===== src/rtl/prog_clk_div_pkg.sv =====
// Shared configuration types, defaults and the config clamp for prog_gated_clock_div.
package prog_clk_div_pkg;

  localparam int unsigned PKG_WIDTH    = 8;
  localparam int unsigned PKG_DEF_DIV  = 3;
  localparam int unsigned PKG_DEF_HIGH = 2;

  typedef enum logic [1:0] {
    HIGH_PH,
    LOW_PH,
    EDGE
  } chan_phase_e;

  typedef struct packed {
    logic [PKG_WIDTH-1:0] div;
    logic [PKG_WIDTH-1:0] high;
    logic [PKG_WIDTH-1:0] offset;
  } chan_cfg_t;

  // high is bounded against the already-clamped div so the low phase is never empty
  function automatic chan_cfg_t clamp_cfg(input chan_cfg_t c);
    chan_cfg_t r;
    r = c;
    if (r.div < PKG_WIDTH'(2))
      r.div = PKG_WIDTH'(2);
    if (r.high == '0)
      r.high = PKG_WIDTH'(1);
    if (r.high >= r.div)
      r.high = r.div - PKG_WIDTH'(1);
    return r;
  endfunction

endpackage


===== src/rtl/prog_gated_clock_div_chan.sv =====
// One divider channel: counter, shadow config, pending flag, registered clock,
// pre-edge strobe and gate latch. SYNC input exists only with PROG_GATED_CLOCK_DIV_SYNC_EN.
module clk_div_chan
  import prog_clk_div_pkg::*;
#(
  parameter int unsigned DEF_DIV  = PKG_DEF_DIV,
  parameter int unsigned DEF_HIGH = PKG_DEF_HIGH
) (
  input  logic                 CLK_IN,
  input  logic                 RST,
  input  logic                 gate_req,
  input  logic                 load,
  input  logic [PKG_WIDTH-1:0] load_div,
  input  logic [PKG_WIDTH-1:0] load_high,
`ifdef PROG_GATED_CLOCK_DIV_SYNC_EN
  input  logic [PKG_WIDTH-1:0] load_offset,
  input  logic                 sync,
`endif
  output logic                 pending,
  output logic                 clk_out,
  output logic                 gate_out,
  output logic                 preedge
);

  localparam chan_cfg_t RST_CFG = '{div: PKG_WIDTH'(DEF_DIV), high: PKG_WIDTH'(DEF_HIGH), offset: '0};

  chan_cfg_t            act, shadow, nxt_cfg, load_cfg;
  logic [PKG_WIDTH-1:0] cnt, cnt_nxt;
  logic                 pend_nxt;
  logic                 clk_q;
  logic                 gate;
  chan_phase_e          phase;

`ifdef PROG_GATED_CLOCK_DIV_SYNC_EN
  chan_cfg_t            eff;
  logic [PKG_WIDTH-1:0] off;
  assign load_cfg = '{div: load_div, high: load_high, offset: load_offset};
`else
  assign load_cfg = '{div: load_div, high: load_high, offset: '0};
`endif

  always_comb begin
    if (cnt == act.div - PKG_WIDTH'(1))
      phase = EDGE;
    else if (cnt < act.high)
      phase = HIGH_PH;
    else
      phase = LOW_PH;
  end

  always_comb begin
    nxt_cfg  = act;
    pend_nxt = pending;
    cnt_nxt  = cnt + PKG_WIDTH'(1);
    if (phase == EDGE) begin
      cnt_nxt = '0;
      if (pending) begin
        nxt_cfg  = shadow;
        pend_nxt = 1'b0;
      end
    end
`ifdef PROG_GATED_CLOCK_DIV_SYNC_EN
    eff = pending ? shadow : act;
    off = eff.offset % eff.div;
    if (sync) begin
      nxt_cfg  = eff;
      pend_nxt = 1'b0;
      // preload so the wrap lands 'offset' cycles after an offset-0 channel
      cnt_nxt  = (off == '0) ? '0 : eff.div - off;
    end
`endif
    if (load)
      pend_nxt = 1'b1;
  end

  always_ff @(posedge CLK_IN or posedge RST) begin
    if (RST) begin
      cnt     <= '0;
      act     <= RST_CFG;
      shadow  <= RST_CFG;
      pending <= 1'b0;
      clk_q   <= 1'b0;
      preedge <= 1'b0;
    end else begin
      cnt     <= cnt_nxt;
      act     <= nxt_cfg;
      pending <= pend_nxt;
      clk_q   <= (cnt_nxt < nxt_cfg.high);
      preedge <= (cnt_nxt == nxt_cfg.div - PKG_WIDTH'(1));
      if (load)
        shadow <= clamp_cfg(load_cfg);
    end
  end

  always_latch begin
    if (RST)
      gate <= 1'b0;
    else if (!clk_q)
      gate <= gate_req;
  end

  assign clk_out  = clk_q & gate;
  assign gate_out = gate;

endmodule


===== src/rtl/prog_gated_clock_div.sv =====
// Multi-channel programmable gated clock divider: config decode, READY mux, channel array.
// Optional SYNC / CFG_OFFSET ports with PROG_GATED_CLOCK_DIV_SYNC_EN.
module prog_gated_clock_div
  import prog_clk_div_pkg::*;
#(
  parameter int unsigned NCH      = 4,
  parameter int unsigned WIDTH    = PKG_WIDTH,
  parameter int unsigned DEF_DIV  = PKG_DEF_DIV,
  parameter int unsigned DEF_HIGH = PKG_DEF_HIGH,
  parameter int unsigned CHW      = 2
) (
  input  logic             CLK_IN,
  input  logic             RST,
  input  logic [NCH-1:0]   CLK_GATE_IN,
  input  logic             CFG_VALID,
  output logic             CFG_READY,
  input  logic [CHW-1:0]   CFG_CH,
  input  logic [WIDTH-1:0] CFG_DIV,
  input  logic [WIDTH-1:0] CFG_HIGH,
`ifdef PROG_GATED_CLOCK_DIV_SYNC_EN
  input  logic             SYNC,
  input  logic [WIDTH-1:0] CFG_OFFSET,
`endif
  output logic [NCH-1:0]   CFG_PENDING,
  output logic [NCH-1:0]   CLK_OUT,
  output logic [NCH-1:0]   CLK_GATE_OUT,
  output logic [NCH-1:0]   PREEDGE
);

  logic [2**CHW-1:0] pend_ext;
  logic              ch_ok;
  logic              accept;

  always_comb begin
    pend_ext          = '0;
    pend_ext[NCH-1:0] = CFG_PENDING;
  end

  assign ch_ok     = (32'(CFG_CH) < NCH);
  assign CFG_READY = ch_ok & ~pend_ext[CFG_CH];
  assign accept    = CFG_VALID & CFG_READY;

  for (genvar i = 0; i < NCH; i++) begin : g_ch
    clk_div_chan #(
      .DEF_DIV  (DEF_DIV),
      .DEF_HIGH (DEF_HIGH)
    ) u_chan (
      .CLK_IN      (CLK_IN),
      .RST         (RST),
      .gate_req    (CLK_GATE_IN[i]),
      .load        (accept && (32'(CFG_CH) == i)),
      .load_div    (PKG_WIDTH'(CFG_DIV)),
      .load_high   (PKG_WIDTH'(CFG_HIGH)),
`ifdef PROG_GATED_CLOCK_DIV_SYNC_EN
      .load_offset (PKG_WIDTH'(CFG_OFFSET)),
      .sync        (SYNC),
`endif
      .pending     (CFG_PENDING[i]),
      .clk_out     (CLK_OUT[i]),
      .gate_out    (CLK_GATE_OUT[i]),
      .preedge     (PREEDGE[i])
    );
  end

endmodule


===== config.mk =====
export PLATFORM = sky130hd
export DESIGN_NAME = prog_gated_clock_div
export DESIGN_NICKNAME = d
export VERILOG_FILES = /design/src/rtl/prog_clk_div_pkg.sv /design/src/rtl/prog_gated_clock_div_chan.sv /design/src/rtl/prog_gated_clock_div.sv
export SDC_FILE = /design/constraint.sdc
export NUM_CORES = 1
export LEC_CHECK = 0
export CORE_MARGIN = 4
export CORE_UTILIZATION = 46
export CTS_BUF_LIST = sky130_fd_sc_hd__clkbuf_4
export DETAILED_ROUTE_END_ITERATION = 8
export GPL_TIMING_DRIVEN = 0
export PLACE_DENSITY = 0.63
export SLEW_MARGIN = 40
export SYNTH_ARGS = -nofsm -noshare
export SYNTH_HDL_FRONTEND = slang
export SYNTH_SLANG_ARGS = --single-unit

===== constraint.sdc =====
create_clock -name CLK_IN -period 14.1 [get_ports CLK_IN]
set_input_delay 2.115 -clock CLK_IN [delete_from_list [all_inputs] [get_ports CLK_IN]]
set_output_delay 2.115 -clock CLK_IN [all_outputs]
set_load 0.01 [all_outputs]

==> results.md, run 1 <==
- Skew final: 0.01785 ns
- Top-area cell type share of the netlist area: 35.27%
- Post-synth EDFFs: 0
- Synth area leader: dfrtp_1
- Main synth FF type: dfrtp_1
- Longest Clk Path Bufs: 2
- Fin crit share: 43.04%
- Remaining DRCs: 0
- GR Util All Layers: 20.52%
- Final slew viol count: 0
- Hold violation total from the final report: 0
- Layout cells sized above 1: 9.992%
- Worst-margin pin slew: 0.9171 ns
- Dpl cells: 1,454
- Peak VDD IR: 0.00004339 V
- DR WL/cell: 17.45 µm
- FMAX: 0.1648 GHz
- CTS resizes: 0
- Slew Limit Headroom: 38.86%
- Initial Utilization: 46.52%
- Die Width: 159.1 µm
- Synthesis-to-finish area growth: 10.81%
- Avg Inst Size Synth: 9.326 µm²
- Synth warnings: 0
- Register pins left without a clock: 4
- Critical Path Source Type: primary input
- Commonest non-fill, non-tap cell in the layout: dfrtp_1
- Post-DP HPWL: 19.72 mm
- P per Cell Area: 73.52 nW/µm²
- Final Net Count: 1,262
- H-tree Lvls: 4
- RSZ-0062 raised after global routing: false
- Commonest non-fill, non-tap cells in the layout: dfrtp_1, nand2_1, o21ai_0
- Critical Path End Type: output port
- CP max FO: 6
- FFs w/ async S/R, synth: 97.73%
- Minimum clock period: 6.068 ns
- Setup violators final: 0
- CP cell instances: clkdlybuf4s50_1, nor2b_1, o21ai_0, o21ai_0, clkdlybuf4s50_1
- Combinational power share: 6.2%
- TritonRoute pass-1 iters: 5
- Via count: 8,377
- First-pass GRT wire length: 42.32 mm
- Vias in the first global route: 8,044
- Grt total ovfl: 0
- Cell family with most CP delay: buffers and inverters
- Clock-pin slew of the registers on the worst-case setup and hold paths: 0.14 ns
- Post-Syn Nets: 1,200
- Fillers: 2,168
- Post-synthesis instance area: 10,500 µm²
- Via density: 5.633
- I/O pin cnt: 42
- P_int: 0.6452 mW
- Final TNS setup: 0 ns
- Routed Antenna Nets: 0
- Core footprint: 22,570 µm²
- Switching share of power: 24.58%
- P_leak: 5.596 nW
- Endpoints left unconstrained: 8
- Syn Inst Count: 1,126
- Worst Path Arrival: 3.95 ns
- Worst path bufs/invs: 2
- DIE HEIGHT: 159.1 µm
- Synth unique cells: 77
- Net switching power: 0.2103 mW
- Total setup buffers inserted after CTS: 0
- Initial antenna violation count: 1
- Sequential share of power: 59.1%
- Largest net degree at the start of global routing: 71
- Number of max-cap violations: 0
- Row cnt: 55
- CTS tree: done
- WS Path Type: primary input to output port
- Clk root buf: clkbuf_4
- Worst-Skew Late Latency: 0.56 ns
- Die Footprint: 25,310 µm²
- Clock share of power: 34.7%
- Synthesized flop and latch total: 176
- Critical path's largest stage delay: 0.55 ns
- Slowest cell on crit path: clkdlybuf4s50_1
- CTS Hold Buffers Added: 0
- Detailed Route Iter0 Violations: 555
- Required @ worst endpoint: 11.98 ns
- GP Congestion: 0.9389
- Top post-synthesis cells by area: dfrtp_1, dfstp_2, ha_1, mux2i_1, nand2_1
- Num CTS Buffers: 17
- Input/output buffers: 41
- Status: finished clean
- Final WL: 25.94 mm
- Min-delay worst type: register to register
- Non-filler instance count after layout: 1,487
cell type report:
class	instances	area (µm²)	share of cell area [%]
multi-input cells	808	5497	47.24
flip-flops and latches	176	4394	37.76
inverters	77	296.5	2.548
diodes	1	2.502	0.02151
clock buffers	19	142.6	1.226
plain buffers	65	331.6	2.849
repair buffers	43	465.4	4.000
well taps	285	356.6	3.065
clock inverters	13	150.1	1.290
worst reg2reg max path, stage by stage (launching register included):
cell	delay [ns]
dfrtp_1	0.49
nor3_1	0.58
nand2_1	0.15
or4_1	0.52
a211o_1	0.27
buf_2	0.19
nor2_1	0.33
buf_2	0.35
buf_2	0.34
nor2_1	0.07
a21oi_1	0.19
ha_1	0.25
inv_1	0.11
or4_1	0.54
a21oi_1	0.15
a32oi_1	0.08
a211oi_1	0.38
cells in the mapped netlist (all sizes together), types with 6 or more instances:
library cell,count
dfstp,24
and2,12
mux2,18
a21oi,31
a21boi,10
or3,17
nor2b,16
o211ai,9
xnor2,39
nor2,59
dfrtp,148
a21o,20
clkbuf,37
nand3,41
a31oi,12
inv,77
and3,10
mux2i,52
nor3,32
nand2,127
nand3b,7
nor4,6
a211oi,11
xor2,40
ha,49
o21ai,96
buf,28
per-stage QoR:
step | setup WS, ns | power (mW) | hold slack [ns] | instance area (µm²) | util (%)
finish | 8.032 | 0.8555 | 0.4883 | 11640 | 51.55
global route | 7.772 | 0.8889 | 0.5136 | 11640 | 51.55
CTS | 7.988 | 0.8635 | 0.4928 | 11630 | 51.52
detailed placement | 7.413 | 0.5682 | 0.4607 | 11340 | 50.23
global placement | 4.447 | 0.5654 | 0.4493 | 11270 | 49.92
floorplan | 7.290 | 0.5402 | 0.4275 | 10500 | -
path summary, 6_finish.rpt:
path	cells after the start	to	slack (ns)	startpoint
max	5	CFG_READY	8.03	CFG_CH[1]
min reg2reg	2	g_ch[0].u_chan.act[8]	0.49	g_ch[0].u_chan.act[8]
min	2	g_ch[0].u_chan.act[8]	0.49	g_ch[0].u_chan.act[8]
max in group asynchronous	4	g_ch[2].u_chan.shadow[17]	10.85	RST
max reg2reg	16	g_ch[3].u_chan.preedge	9.00	g_ch[3].u_chan.act[18]
min in group asynchronous	2	g_ch[1].u_chan.clk_q	2.20	RST
routing by layer:
layer | vias up | GRT usage [%] | share of wire, %
met3 | 37 | 4.064 | 5.1
met2 | 212 | 32.30 | 45
li1 | 4070 | - | -
met4 | 0 | 4.339 | 1.5
met1 | 4058 | 29.66 | 48
met5 | - | 0 | 0
state kept, by name (all words and copies together) (netlist names):
| name | count |
|---|---|
| g_ch.u_chan.clk_q | 4 |
| g_ch.u_chan.gate_out | 4 |
| g_ch.u_chan.act | 64 |
| g_ch.u_chan.shadow | 64 |
| g_ch.u_chan.pending | 4 |
| g_ch.u_chan.preedge | 4 |
| g_ch.u_chan.cnt | 32 |
cell families after synthesis:
kind of cell / share of synthesized area [%]
compound gates: 15.01
xor+xnor: 7.030
fa+ha+maj: 5.838
buf+inv: 5.910
flops: 41.27
latches: 0.5719
mux: 6.887
simple gates: 17.48
power groups by stage:
| stage | Clock (mW) | Sequential (mW) | Combinational [mW] |
|---|---|---|---|
| 2_1_floorplan | 0 | 0.513 | 0.0274 |
| 3_3_place_gp | 0 | 0.515 | 0.0505 |
| 3_5_place_dp | 0 | 0.515 | 0.0532 |
| 4_1_cts | 0.304 | 0.506 | 0.0536 |
| 5_1_grt | 0.323 | 0.507 | 0.0589 |
| 6_report | 0.297 | 0.506 | 0.0528 |
Power figures use the tool's default switching activity.
==> run 2: changes to the inputs <==
==> constraint.sdc (replaced) <==
create_clock -name CLK_IN -period 5.6 [get_ports CLK_IN]
set_input_delay 0.84 -clock CLK_IN [delete_from_list [all_inputs] [get_ports CLK_IN]]
set_output_delay 0.84 -clock CLK_IN [all_outputs]
set_load 0.01 [all_outputs]
==> results of run 2 <==
The final DEF is identical to that of run 1. Status: finished clean.
Main changes from that run: setup slack after placement 7.413 ns -> 0.1881 ns; setup slack after layout 8.032 ns -> 0.4954 ns; start point of the critical path CFG_CH[1] -> g_ch[3].u_chan.act[18]; end point of the critical path CFG_READY -> g_ch[3].u_chan.preedge; register-to-register setup slack 9.00 ns -> 0.50 ns; total power 0.8555 mW -> 2.154 mW; worst IR drop on VDD 0.00004339 V -> 0.0001092 V
==> run 3: changes to the inputs <==
==> constraint.sdc (replaced) <==
create_clock -name CLK_IN -period 5.66 [get_ports CLK_IN]
set_input_delay 0.849 -clock CLK_IN [delete_from_list [all_inputs] [get_ports CLK_IN]]
set_output_delay 0.849 -clock CLK_IN [all_outputs]
set_load 0.01 [all_outputs]
==> results of run 3 <==
The final DEF is identical to that of run 1. Status: finished clean.
Main changes from that run: setup slack after placement 7.413 ns -> 0.2391 ns; setup slack after layout 8.032 ns -> 0.5554 ns; start point of the critical path CFG_CH[1] -> g_ch[3].u_chan.act[18]; end point of the critical path CFG_READY -> g_ch[3].u_chan.preedge; register-to-register setup slack 9.00 ns -> 0.56 ns; total power 0.8555 mW -> 2.131 mW; worst IR drop on VDD 0.00004339 V -> 0.0001081 V
